===== config.mk =====
export PLATFORM = sky130hd
export DESIGN_NAME = block_lr_48
export DESIGN_NICKNAME = d
export VERILOG_FILES = /design/src/rtl/block_lr_48.sv
export SDC_FILE = /design/constraint.sdc
export NUM_CORES = 1
export LEC_CHECK = 0
export ABC_AREA = 1
export BUFFER_PORTS_ARGS = -buffer_cell sky130_fd_sc_hd__buf_2
export CORE_AREA = 4 4 162 164
export DETAILED_ROUTE_END_ITERATION = 16
export DIE_AREA = 0 0 166 168
export PLACE_DENSITY = 0.61
export RECOVER_POWER = 50
export SYNTH_ARGS = -nofsm -noshare
export SYNTH_HDL_FRONTEND = slang
export SYNTH_SLANG_ARGS = --single-unit
export TNS_END_PERCENT = 50

===== constraint.sdc =====
create_clock -name clock -period 8.7 [get_ports clock]
set_input_delay 1.74 -clock clock [delete_from_list [all_inputs] [get_ports clock]]
set_output_delay 1.74 -clock clock [all_outputs]
set_load 0.03 [all_outputs]

===== src/rtl/block_lr_48.sv =====
// Stereo matrix decoder: rebuilds LEFT/RIGHT from gain-scaled L+R / L-R using shift-add multipliers.
// Optional macro DECODER_SAT_EN: saturate the N-bit output reduction instead of wrapping.
module block_lr_48 #(
    parameter int N    = 18,
    parameter int M    = 4,
    parameter int FRAC = 3
) (
    input  logic                clock,
    input  logic                reset,
    input  logic signed [N-1:0] LpR_in,
    input  logic signed [N-1:0] LmR_in,
    input  logic        [M-1:0] Gs,
    input  logic        [M-1:0] Gd,
    input  logic                in_valid,
    output logic                in_ready,
    output logic signed [N-1:0] LEFT,
    output logic signed [N-1:0] RIGHT,
    output logic                out_valid,
    input  logic                out_ready
);

    localparam int ACC_W = N + M;
    localparam int SUM_W = N + M + 1;
    localparam int CW    = (M > 1) ? $clog2(M) : 1;

    typedef enum logic [1:0] {IDLE, MUL, COMB, HOLD} state_t;

    state_t                    r_state, w_next;
    logic signed [N-1:0]       r_lpr, r_lmr;
    logic        [M-1:0]       r_gs, r_gd;
    logic        [CW-1:0]      r_cnt;
    logic signed [ACC_W-1:0]   r_acc_s, r_acc_d;
    logic signed [N-1:0]       r_left, r_right;

    logic signed [ACC_W-1:0]   w_lpr_ext, w_lmr_ext;
    logic signed [SUM_W-1:0]   w_s_ext, w_d_ext, w_sum, w_dif, w_sum_sh, w_dif_sh;

    function automatic logic signed [N-1:0] reduce(input logic signed [SUM_W-1:0] v);
`ifdef DECODER_SAT_EN
        logic signed [SUM_W-1:0] sat_max;
        logic signed [SUM_W-1:0] sat_min;
        sat_max = SUM_W'((2 ** (N - 1)) - 1);
        sat_min = SUM_W'(-(2 ** (N - 1)));
        if (v > sat_max)
            return N'(sat_max);
        else if (v < sat_min)
            return N'(sat_min);
        else
            return N'(v);
`else
        return N'(v);
`endif
    endfunction

    assign w_lpr_ext = {{M{r_lpr[N-1]}}, r_lpr};
    assign w_lmr_ext = {{M{r_lmr[N-1]}}, r_lmr};
    assign w_s_ext   = {r_acc_s[ACC_W-1], r_acc_s};
    assign w_d_ext   = {r_acc_d[ACC_W-1], r_acc_d};
    assign w_sum     = w_s_ext + w_d_ext;
    assign w_dif     = w_s_ext - w_d_ext;
    // Arithmetic shift floors toward minus infinity; the extra bit halves the L+R/L-R doubling.
    assign w_sum_sh  = w_sum >>> (FRAC + 1);
    assign w_dif_sh  = w_dif >>> (FRAC + 1);

    always_ff @(posedge clock or posedge reset) begin
        if (reset)
            r_state <= IDLE;
        else
            r_state <= w_next;
    end

    always_comb begin
        // NOTE: default first so no path through the case leaves w_next unassigned (no latch).
        w_next = r_state;
        case (r_state)
            IDLE:    if (in_valid) w_next = MUL;
            MUL:     if (r_cnt == CW'(M - 1)) w_next = COMB;
            COMB:    w_next = HOLD;
            HOLD:    if (out_ready) w_next = IDLE;
            default: w_next = IDLE;
        endcase
    end

    always_ff @(posedge clock or posedge reset) begin
        if (reset) begin
            r_lpr   <= '0;
            r_lmr   <= '0;
            r_gs    <= '0;
            r_gd    <= '0;
            r_cnt   <= '0;
            r_acc_s <= '0;
            r_acc_d <= '0;
            r_left  <= '0;
            r_right <= '0;
        end else begin
            case (r_state)
                IDLE: begin
                    if (in_valid) begin
                        r_lpr   <= LpR_in;
                        r_lmr   <= LmR_in;
                        r_gs    <= Gs;
                        r_gd    <= Gd;
                        r_cnt   <= '0;
                        r_acc_s <= '0;
                        r_acc_d <= '0;
                    end
                end
                MUL: begin
                    if (r_gs[r_cnt])
                        r_acc_s <= r_acc_s + (w_lpr_ext <<< r_cnt);
                    if (r_gd[r_cnt])
                        r_acc_d <= r_acc_d + (w_lmr_ext <<< r_cnt);
                    r_cnt <= r_cnt + CW'(1);
                end
                COMB: begin
                    r_left  <= reduce(w_sum_sh);
                    r_right <= reduce(w_dif_sh);
                end
                default: ;
            endcase
        end
    end

    assign in_ready  = (r_state == IDLE);
    assign out_valid = (r_state == HOLD);
    assign LEFT      = r_left;
    assign RIGHT     = r_right;

endmodule


Yosys cells after proc, flatten, opt, wreduce, memory -nomap -nowiden:

Cells that the tools add are included.

* input port bits: 48
* output and inout bits: 38
* logic and storage cells: 49
* memory bits (writable): 0
* latch bits: 0
* bits in registers: 128
* bits in read-only memories: 0
* memories: 0

* div/mod/pow operators: 0
* mux-type cells: 15
* add/subtract/negate cells: 5
* multiply operators: 0
* eq/ne operators: 9
* shifts and indexed selects: 2
* bitwise logic cells: 0
* reduce and logical (&&, ||, !) cells: 7
* order comparisons: 1

Operators by type and width (number)
* one-hot mux 22 bit (2 select lines): 2
* adder 22 bit: 3
* two-way mux 22 bit: 3
* <<< shifter 18 x 2 -> 22 bit: 2
* subtractor 22 bit: 1
* AND reduction 3 bit: 3
* two-way mux 2 bit: 4
* inequality test 2 bit (second input constant): 4
* one-hot mux 2 bit (4 select lines): 1
* equality test 2 bit (second input constant): 3
* binary-select mux 1 bit (select 2 bit): 2
* one-hot mux 2 bit (2 select lines): 1
* AND reduction 2 bit: 2
* < comparator 2 x 3 -> 1 bit (second input constant): 1
* adder 2 x 1 -> 2 bit (second input constant): 1
* equality test 2 x 1 -> 1 bit (second input constant): 1
* logical NOT 2 bit: 1
* two-way mux 1 bit: 2
* inequality test 2 x 1 -> 1 bit (second input constant): 1
* nonzero test 2 bit: 1

Longest topological paths before layout:

* word-level depth: 4
* mapped depth: 18
* mapped depth without buffers: 16

Worst setup path after synthesis:

No wires, ideal clock.

* path kind: input port to flip-flop
* from: input in_valid
* to: register r_lmr[0]
* setup time: 133 ps
* arrival: 2572 ps
* data required time: 8567 ps
* path slack: 5996 ps
* stages: 5
* buffers on the path: 3
* cells stage by stage: nand2_1 > buf_2 > buf_2 > buf_1 > a21oi_1

* word-level cells in the longest chain between the ends: 1

Ends and longest elaborated chain
* start: declaration: RTL line 14 `input logic in_valid,`
* AND reduction 2 bit (no line)
* end signal: assignment: RTL line 100 `r_lmr <= LmR_in;`
* end: declaration: RTL line 29 `logic signed [N-1:0] r_lpr, r_lmr;`

No other way between the ends.
A chain may end at the register's enable or synchronous reset.

Worst setup path in the final report:

* from: input in_valid
* to: register r_acc_s[15]

* word-level cells in the longest chain between the ends: 2

Ends and longest elaborated chain
* inequality test 2 bit (no line)
* AND reduction 3 bit (no line)
* end signal: assignment: RTL line 110 `r_acc_s <= r_acc_s + (w_lpr_ext <<< r_cnt);`
* end: declaration: RTL line 32 `logic signed [ACC_W-1:0] r_acc_s, r_acc_d;`

No other way between the ends.

==> metrics.md <==
| Metric | Value |
|---|---|
| Status | `finished, violations left` |
| Failing checks | `max-capacitance violations, max-slew violations` |
| Number of distinct library cells after synthesis | `37` |
| Highest Signal Layer | `met4` |
| Seq cells post-synth | `~130` |
| Residual DRC | `0` |
| Met3 routed WL | `1.49 mm` |
| Syn nets | `1,837` |
| First-pass GRT wire length | `about 53 mm` |
| Crit path DAT | `roughly 5.7 ns` |
| M1 WL | `15.6 mm` |
| Post-synthesis mux area share | `around 4.2%` |
| Initial antenna violation count | `0` |
| Clk_lat worst skew | `roughly 0.43 ns` |
| Slew headroom | `-112%` |
| WL met2 | `between 10 and 15 mm` |
| Post-Syn Area | `11,000 µm²` |
| Worst Tran Pin Value | `3.16 ns` |
| Vias in the first global route | `10,300` |
| Yosys top cell area share | `29.1%` |
| CTS clk-pin slew, worst paths | `around 0.070 ns` |
| Synth Area in XOR/XNOR | `roughly 2.1%` |
| CTS tree | `done` |
| CTS Buffer Depth | `2` |
| Crit-path max FO | `74` |
| Slew Viols, Final | `around 150` |
| Simple-Gate Fraction of Synth Area | `between 30% and 40%` |
| Min-delay src | `LEFT[15]` |
| Hold Fails Final Rpt | `0` |
| Fin crit period | `around 5.4 ns` |
| Part of the Yosys area used for sequential elements | `between 20 and 30%` |
| Top cells by area, synth | `dfrtp_1, nand2_1, ha_1, inv_1, nor2_1` |
| Layout cells sized above 1 | `8.30%` |
| Part of the cycle the worst path needs | `around three fifths` |
| Final RePlAce weighted congestion | `about 0.95` |
| H-tree depth | `4` |
| Final net count | `~1,900` |
| Ant. Diodes | `0` |
| Setup Crit Path Kind | `input port to register` |
| Worst r2r src | `r_state[0]` |
| Fillers | `2,644` |
| DRT Wirelength | `approximately 33 mm` |
| Fin Setup TNS | `0 ns` |
| TritonCTS Buffers | `17` |
| RSZ-0062 raised after global routing | `no` |
| Port Buffers | `85` |
| Root Driver | `clkbuf_16` |
| ANT nets after route | `0` |
| Die ar. | `between 20,000 and 30,000 µm²` |
| Io pins | `86` |
| First-pass DRT Iterations | `6` |
| Starting Density | `44.2%` |
| Row count | `58` |
| CP startpoint | `in_valid` |
| Gr ovfl total | `0` |
| Post-DP HPWL | `26.5 mm` |
| Worst Setup End Kind | `register` |
| Core area | `approximately 25,000 µm²` |
| Final setup viols | `0` |
| Avg Inst Size Synth | `about 6.5 µm²` |
| Initial DRC Count | `~760` |
| Die Y | `~170 µm` |
| # clock sinks | `between 100 and 150` |
| FF+latch area | `3210 µm²` |
| Vias/cell | `5.13` |
| Worst hold path type | `register to register` |
| Post-CTS resize count | `0` |
| Chip width | `166 µm` |
| Area grow syn2layout | `10.8%` |
| Setup bufs post-CTS | `0` |
| Max cap viols | `2` |
| Drt wl/cell | `around 16 µm` |
| Syn Inst Count | `about 1,700` |
| Fmax | `between 150 and 200 MHz` |
| Cts hold-fix bufs | `0` |
| Area of the multi-input gates | `between 6000 and 7000 µm²` |
| Compound-Gate Fraction of Synth Area | `11.8%` |
| Total track usage | `around a quarter` |
| Vias | `between 10,000 and 15,000` |
| Pin count of the biggest net entering global routing | `75` |
| Cell taking the most area after synthesis | `dfrtp_1` |
| Worst EP required | `roughly 9.0 ns` |
| Skew final | `0.0161 ns` |
| Synth Warn # | `0` |
| Critical Path Start Type | `input port` |
| Synth Area in Adders | `around a tenth` |
| Main combinational cell family by area after synthesis | `simple AND/OR/NAND/NOR gates` |
[synth_stat cells]
| cell | number |
|---|---|
| nand2_1 | 534 |
| inv_1 | 238 |
| nor2_1 | 202 |
| dfrtp_1 | 128 |
| nand3_1 | 99 |
| o21ai_0 | 96 |
| a21oi_1 | 93 |
| ha_1 | 87 |
| mux2i_1 | 29 |
| nand4_1 | 26 |
| buf_2 | 25 |
| xor2_1 | 19 |
| mux2_2 | 15 |
| o21ai_1 | 15 |
| clkbuf_1 | 14 |
| o21bai_1 | 12 |
| o22ai_1 | 9 |
| a31oi_1 | 8 |
| nor3_1 | 7 |
| xnor2_1 | 7 |
| a21o_1 | 5 |
| buf_1 | 5 |
| inv_2 | 5 |
| and2_1 | 3 |
| a21boi_0 | 2 |
| buf_4 | 2 |
| buf_6 | 2 |
| fa_1 | 2 |
| nand2_4 | 2 |
| nand3b_1 | 2 |
| a21oi_2 | 1 |
| clkbuf_2 | 1 |
| clkinv_1 | 1 |
| inv_4 | 1 |
| nor4_1 | 1 |
| o21ai_2 | 1 |
| o21bai_2 | 1 |
[routing by layer]
metal | vias up | GRT usage (%)
met2 | 277 | 38.5
met3 | 55 | 3.01
met1 | 4911 | 33.0
li1 | 5541 | -
met4 | 0 | 7.57
met5 | - | 0
[cell usage in the layout (no fill, tap or decap), drive strengths merged, types with 26 or more instances in the layout]
cell type  netlist  final
a21oi           94     94
buf             34     86
dfrtp          128    128
ha              87     87
inv            244    251
mux2i           29     29
nand2          536    536
nand3           99     99
nand4           26     26
nor2           202    202
o21ai          112    112
[kinds of logic after synthesis]
group	after synthesis
and+or+nand+nor	876
buffers and inverters	294
AOI/OAI and AO/OA	243
DFF	128
adders and majority gates	89
muxes	44
xor gates and xnor gates	26
[final cells by class]
cell class	instances	share of cell area [%]
multi-input combinational	1278	54.4
clock inverter	15	1.19
inverter	245	7.58
timing repair buffer	88	3.63
clock buffer	17	3.49
tap	330	3.39
sequential	128	26.3
[state kept, by name (all words and copies together) (netlist names)]
register and cells:
r_acc_d 22, LEFT 18, r_lpr 18, r_acc_s 22, r_state 2, r_cnt 2
RIGHT 18, r_gs 4, r_lmr 18, r_gd 4
[metrics by stage]
stage / hold WS, ns / instances / utilization (%) / worst slack (ns) / instance area, µm²
after floorplan: 0.474 / 1700 / - / 3.55 / 11000
after detailed placement: 0.462 / 2069 / 46.7 / 4.68 / 11600
final: 0.475 / 2101 / 49.0 / 3.33 / 12200
after CTS: 0.480 / 2101 / 49.0 / 5.09 / 12200
after global routing: 0.490 / 2101 / 49.0 / 2.81 / 12200
after global placement: 0.459 / 2069 / 46.7 / 4.73 / 11600
[critical path, stage by stage]
cell,delay (ns)
clkbuf_1,0.09
nand2_2,0.06
clkbuf_1,2.16
o21ai_2,0.21
nand2_1,0.73
inv_2,0.14
nand2_4,0.15
inv_2,0.15
nand2_1,0.09
o21ai_0,0.09
[path summary, 6_finish.rpt]
path                       depth (start not counted)     endpoint  slack, ns
min in group asynchronous                          2    RIGHT[16]       2.19
max in group asynchronous                          3     r_cnt[0]       4.59
hold / removal                                     2     LEFT[15]       0.48
hold reg to reg                                    2     LEFT[15]       0.48
setup reg to reg                                  11  r_acc_s[15]       3.89
setup / recovery                                  10  r_acc_s[15]       3.33
Power is left out: the tool's default activity adds up to more than one toggle a clock period on the data nets, which glitch-free logic cannot reach.
